===== config.mk =====
export PLATFORM = sky130hd
export DESIGN_NAME = pll_lock_supervisor
export DESIGN_NICKNAME = d
export VERILOG_FILES = /design/src/rtl/pll_sup_pkg.sv /design/src/rtl/pll_lock_supervisor_sync_bit.sv /design/src/rtl/pll_lock_supervisor.sv
export SDC_FILE = /design/constraint.sdc
export NUM_CORES = 1
export LEC_CHECK = 0
export ABC_AREA = 1
export BUFFER_PORTS_ARGS = -buffer_cell sky130_fd_sc_hd__buf_2
export CAP_MARGIN = 0
export CORE_MARGIN = 2
export CORE_UTILIZATION = 59
export DETAILED_ROUTE_END_ITERATION = 7
export PLACE_DENSITY_LB_ADDON = 0.3
export SYNTH_ARGS = -nofsm -noshare
export SYNTH_HDL_FRONTEND = slang
export SYNTH_SLANG_ARGS = --single-unit

===== constraint.sdc =====
create_clock -name refclk -period 2.45 [get_ports refclk]
set_input_delay 0.6125 -clock refclk [delete_from_list [all_inputs] [get_ports refclk]]
set_output_delay 0.6125 -clock refclk [all_outputs]
set_load 0.02 [all_outputs]

===== src/rtl/pll_sup_pkg.sv =====
// pll_sup_pkg: shared types and constants for the PLL lock supervisor.
//   sup_state_t : supervisor FSM states
//   COUNT_W     : width of the saturating event counters
//   max4()      : largest of four values, used to size the shared cycle counter
package pll_sup_pkg;

  typedef enum logic [1:0] {
    PLL_RST   = 2'd0,
    WAIT_LOCK = 2'd1,
    STABLE    = 2'd2,
    RUN       = 2'd3
  } sup_state_t;

  localparam int unsigned COUNT_W = 8;

  function automatic int unsigned max4(input int unsigned a, input int unsigned b,
                                       input int unsigned c, input int unsigned d);
    int unsigned m;
    m = a;
    if (b > m) m = b;
    if (c > m) m = c;
    if (d > m) m = d;
    return m;
  endfunction

endpackage


===== src/rtl/pll_lock_supervisor_sync_bit.sv =====
// sync_bit: N-stage flop synchronizer for a single asynchronous bit.
//   clk   : destination clock
//   rst_n : asynchronous active-low reset, clears every stage to 0
//   d     : asynchronous input
//   q     : synchronized output (last stage)
module sync_bit #(
  parameter int unsigned STAGES = 2
) (
  input  logic clk,
  input  logic rst_n,
  input  logic d,
  output logic q
);

  (* ASYNC_REG = "TRUE" *) logic [STAGES-1:0] chain;

  always_ff @(posedge clk or negedge rst_n) begin
    if (!rst_n) chain <= '0;
    else        chain <= {chain[STAGES-2:0], d};
  end

  assign q = chain[STAGES-1];

endmodule


===== src/rtl/pll_lock_supervisor.sv =====
// pll_lock_supervisor: PLL reset sequencer and lock supervisor, clocked by the
// PLL reference clock.
//   refclk      : reference clock (single clock of the block)
//   rst_n       : asynchronous active-low reset
//   locked_in   : PLL lock indication, asynchronous to refclk
//   relock_req  : one-cycle request to force a full PLL re-lock
//   pll_rst     : active-high reset to the PLL
//   sys_rst_n   : active-low reset to downstream logic, released only in RUN
//   lock_ok     : high only in RUN
//   retry_count : saturating count of lock timeouts
//   loss_count  : saturating count of lock losses seen in RUN
module pll_lock_supervisor
  import pll_sup_pkg::*;
#(
  parameter int unsigned SYNC_STAGES         = 2,
  parameter int unsigned PLL_RST_CYCLES      = 16,
  parameter int unsigned LOCK_STABLE_CYCLES  = 1024,
  parameter int unsigned LOCK_TIMEOUT_CYCLES = 65536
) (
  input  logic               refclk,
  input  logic               rst_n,
  input  logic               locked_in,
  input  logic               relock_req,
  output logic               pll_rst,
  output logic               sys_rst_n,
  output logic               lock_ok,
  output logic [COUNT_W-1:0] retry_count,
  output logic [COUNT_W-1:0] loss_count
);

  localparam int unsigned CNT_MAX = max4(SYNC_STAGES, PLL_RST_CYCLES,
                                         LOCK_STABLE_CYCLES, LOCK_TIMEOUT_CYCLES);
  localparam int unsigned CNT_W   = (CNT_MAX > 1) ? $clog2(CNT_MAX) : 1;

  localparam logic [CNT_W-1:0] RST_LAST     = CNT_W'(PLL_RST_CYCLES - 1);
  localparam logic [CNT_W-1:0] STABLE_LAST  = CNT_W'(LOCK_STABLE_CYCLES - 1);
  localparam logic [CNT_W-1:0] TIMEOUT_LAST = CNT_W'(LOCK_TIMEOUT_CYCLES - 1);

  sup_state_t       state, state_nx;
  logic [CNT_W-1:0] cnt;
  logic             cnt_clr;
  logic             retry_inc, loss_inc;
  logic             lock_s;

  sync_bit #(.STAGES(SYNC_STAGES)) u_lock_sync (
    .clk   (refclk),
    .rst_n (rst_n),
    .d     (locked_in),
    .q     (lock_s)
  );

  always_comb begin
    state_nx  = state;
    retry_inc = 1'b0;
    loss_inc  = 1'b0;
    if (relock_req) begin
      state_nx = PLL_RST;
    end else begin
      case (state)
        PLL_RST:   if (cnt == RST_LAST) state_nx = WAIT_LOCK;
        WAIT_LOCK: begin
          if (lock_s) begin
            state_nx = STABLE;
          end else if (cnt == TIMEOUT_LAST) begin
            state_nx  = PLL_RST;
            retry_inc = 1'b1;
          end
        end
        STABLE: begin
          if (!lock_s)                 state_nx = WAIT_LOCK;
          else if (cnt == STABLE_LAST) state_nx = RUN;
        end
        RUN: begin
          if (!lock_s) begin
            state_nx = PLL_RST;
            loss_inc = 1'b1;
          end
        end
        default: state_nx = PLL_RST;
      endcase
    end
  end

  // A relock request while already in PLL_RST still restarts the pulse, so it
  // clears the counter like any other transition.
  assign cnt_clr = relock_req || (state_nx != state);

  always_ff @(posedge refclk or negedge rst_n) begin
    if (!rst_n) begin
      state       <= PLL_RST;
      cnt         <= '0;
      pll_rst     <= 1'b1;
      sys_rst_n   <= 1'b0;
      lock_ok     <= 1'b0;
      retry_count <= '0;
      loss_count  <= '0;
    end else begin
      state <= state_nx;
      // Counter holds at all-ones instead of wrapping (only reachable in RUN).
      if (cnt_clr)   cnt <= '0;
      else if (~&cnt) cnt <= cnt + 1'b1;
      pll_rst   <= (state_nx == PLL_RST);
      sys_rst_n <= (state_nx == RUN);
      lock_ok   <= (state_nx == RUN);
      if (retry_inc && (~&retry_count)) retry_count <= retry_count + 1'b1;
      if (loss_inc  && (~&loss_count))  loss_count  <= loss_count + 1'b1;
    end
  end

endmodule


==> results.yml <==
run_status:
  status: "finished, final reports clean"
worst_setup_path:
  crit_buf_inv: 0
  rr_startpoint: "cnt[0]"
  required_ps: 2710
  critPathMaxStageDelay_ps: 410
  critPathTopFamily: "simple AND/OR/NAND/NOR gates"
  start_kind: "flip-flop"
  crit_path_cell_trace: "ha_1 -> nand3_2 -> nor2_2 -> nand4_4 -> nand2_1 -> nand2_2 -> nand3_1 -> nand3_4 -> nor2_1"
  worst_setup_path_end_kind: "flip-flop"
  path_depth: 9
  worst-path-max-fanout: 16
  crit_type: "flip-flop to flip-flop"
  cp_slowest_cell: "dfrtp_1"
  rrSetupSlack_ps: 450
  startpoint: "cnt[0]"
  crit_arrival_ps: 2260
  ff2ff_path_depth: 9
placed_design:
  pre_cts_ws_ps: 437.3
  dp_hpwl_um: 2618
  gp_congestion: 0.8555
  portBuffers: 22
  dpl-instance-area_sq_mm: 0.002231
  place_inst: 302
sta:
  holdWs_ps: 348.0
  relSlewSlack: 0.4632
  rsz0062_at_grt: "no"
  tns_ps: 0
  max_freq_mhz: 500.1
  period_share: 0.8161
  slew_violations: 0
  finClkSkew_ps: 15.28
  setup_viol: 0
  period_needed_ps: 1999
  tightest_slew_ps: 805.2
  finalHoldViolCount: 0
  timing.final.ws_setup_ps: 450.5
floorplanning:
  num_rows: 21
  die_h_um: 63.64
  die_area_sq_mm: 0.004049
  die_w_um: 63.64
  fp.coreArea_sq_mm: 0.003363
  initial_utilization: 0.6239
  ios: 23
drt:
  wl_per_cell_um: 11.49
  drt_first_iter_violations: 73
  drc: 0
  num_vias: 1559
  firstDrtPassIters: 4
  via_per_inst: 5.029
  final_antenna_net_count: 0
  finalWirelength_um: 3561
cts:
  ctsHoldBuffers: 0
  numClockSinks: 38
  cts_tree: "done"
  numCtsBuffers: 5
  ctsResizeCount: 0
  post_cts_buffers: 0
  path_clk_slew_ps: 110
  cts_root_buf: "clkbuf_4"
  h-tree-depth: 2
  clock_latency_ps: 340
  clockBufferDepth: 2
power_and_ir_drop:
  power.share.switching: 0.2267
  p_switching_uw: 230.4
  pwr-share-comb: 0.045
  pwr-share-clk: 0.325
  p_leak_nw: 1.132
  p_total_mw: 1.016
  power_frac_seq: 0.630
  p_per_area_mw_per_mm2: 443.5
  internal_power_uw: 785.6
  ir_drop_uv: 358.1
finish:
  drive_above_1_share: 0.2197
  stdcell_count: 310
  finish.instance_area_sq_mm: 0.002291
  nFillCells: 294
  final_core_utilization: 0.6812
  diodes: 0
  nNetsFinal: 270
  area_delta_synth_final_pct: 9.183
flow_run:
  cap_violations: 0
yosys:
  netlist_area_sq_mm: 0.002098
  async_flop_share: 1.000
  synth_warnings: 0
  synth_seq_cells: 38
  synth_edf_count: 0
  yosysSeqAreaShare: 0.4538
  syn-instance-count: 237
  synthesis.nets: 244
  synth_cell_type_count: 28
  avgSynthCellArea_sq_um: 8.853
  synth-main-ff-cell: "dfrtp_1"
global_route:
  grt_pass1_wl_um: 6458
  grt.overflow.total: 0
  antenna_found_initial: 0
  grt_start_max_net_pins: 39
  grt_pass1_vias: 1558
  grtUsageTotal: 0.2051
worst_hold_path:
  hold_class: "input pin to async pin"
## registers in the layout, summed over array words and instances, names as in the netlist
name and count:
retry_count 8, loss_count 8, u_lock_sync.chain 2, cnt 16
pll_rst 1, lock_ok 1, state 2
## power groups by stage
stage | sequential (mW) | clock (mW) | combinational (mW)
2_1_floorplan | 0.651 | 0 | 0.0315
3_3_place_gp | 0.651 | 0 | 0.0460
3_5_place_dp | 0.652 | 0 | 0.0464
4_1_cts | 0.640 | 0.343 | 0.0472
5_1_grt | 0.641 | 0.366 | 0.0525
6_report | 0.640 | 0.331 | 0.0454
## worst register-to-register path, cell delays in order, from the launching register on
cell     delay (ps)
dfrtp_1         410
ha_1            210
nand3_2         120
nor2_2          140
nand4_4         210
nand2_1         140
nand2_2          70
nand3_1         100
nand3_4         320
nor2_1          220
## routing by layer
metal | vias up | part of all wire | GRT usage
met2 | 31 | 0.49 | 0.3342
met4 | 0 | 0.014 | 0.06522
met1 | 725 | 0.46 | 0.2579
li1 | 797 | - | -
met5 | - | 0 | 0
met3 | 6 | 0.036 | 0.06786
## cell type report
class	count	area, sq um	share of cell area
Multi-Input combinational cell	166	998.5	0.4358
Sequential cell	38	952.2	0.4156
Inverter	30	112.6	0.04915
Timing Repair Buffer	22	110.1	0.04806
Tap cell	46	57.56	0.02512
Clock buffer	7	55.05	0.02403
Clock inverter	1	5.005	0.002185
## path summary, 6_finish.rpt
| path | to |
|---|---|
| setup / recovery | cnt[8] |
| hold / removal | cnt[15] |
| setup reg to reg | cnt[8] |
| hold reg to reg | u_lock_sync.chain[1] |
| max in group asynchronous | loss_count[3] |
| min in group refclk | u_lock_sync.chain[1] |
## cell families after synthesis
logic type                 synth area share
adders and majority gates           0.01789
buffers and inverters               0.07036
and+or+nand+nor                      0.3429
xor gates and xnor gates            0.08348
muxes                              0.004771
DFF                                  0.4538
AOI/OAI and AO/OA                   0.02684
## synthesized netlist by cell type (2+ instances only)
cell,number,area share
a21oi_1,2,0.0048
buf_4,2,0.0072
dfrtp_1,37,0.44
ha_1,3,0.018
inv_1,29,0.052
nand2_1,50,0.089
nand2_2,5,0.015
nand3_1,15,0.036
nand3_2,2,0.0095
nand4_1,6,0.018
nor2_1,26,0.047
nor2_2,4,0.012
nor2_4,11,0.059
nor3_1,5,0.012
nor4_1,4,0.012
o21ai_0,6,0.014
xnor2_1,8,0.033
xor2_1,12,0.050
## layout by cell type, fill, tap and decap left out, types with 2 or more instances in the layout
cell type / netlist / layout
nand2_1: 50 / 50
dfrtp_1: 37 / 37
inv_1: 29 / 29
nor2_1: 26 / 26
buf_2: 0 / 22
nand3_1: 15 / 15
xor2_1: 12 / 12
nor2_4: 11 / 11
xnor2_1: 8 / 8
o21ai_0: 6 / 6
nand4_1: 6 / 6
nor3_1: 5 / 5
nand2_2: 5 / 5
clkbuf_4: 0 / 5
nor2_2: 4 / 4
nor4_1: 4 / 4
ha_1: 3 / 3
nand3_2: 2 / 2
a21oi_1: 2 / 2
No activity file was read; power rests on OpenSTA's default activity.
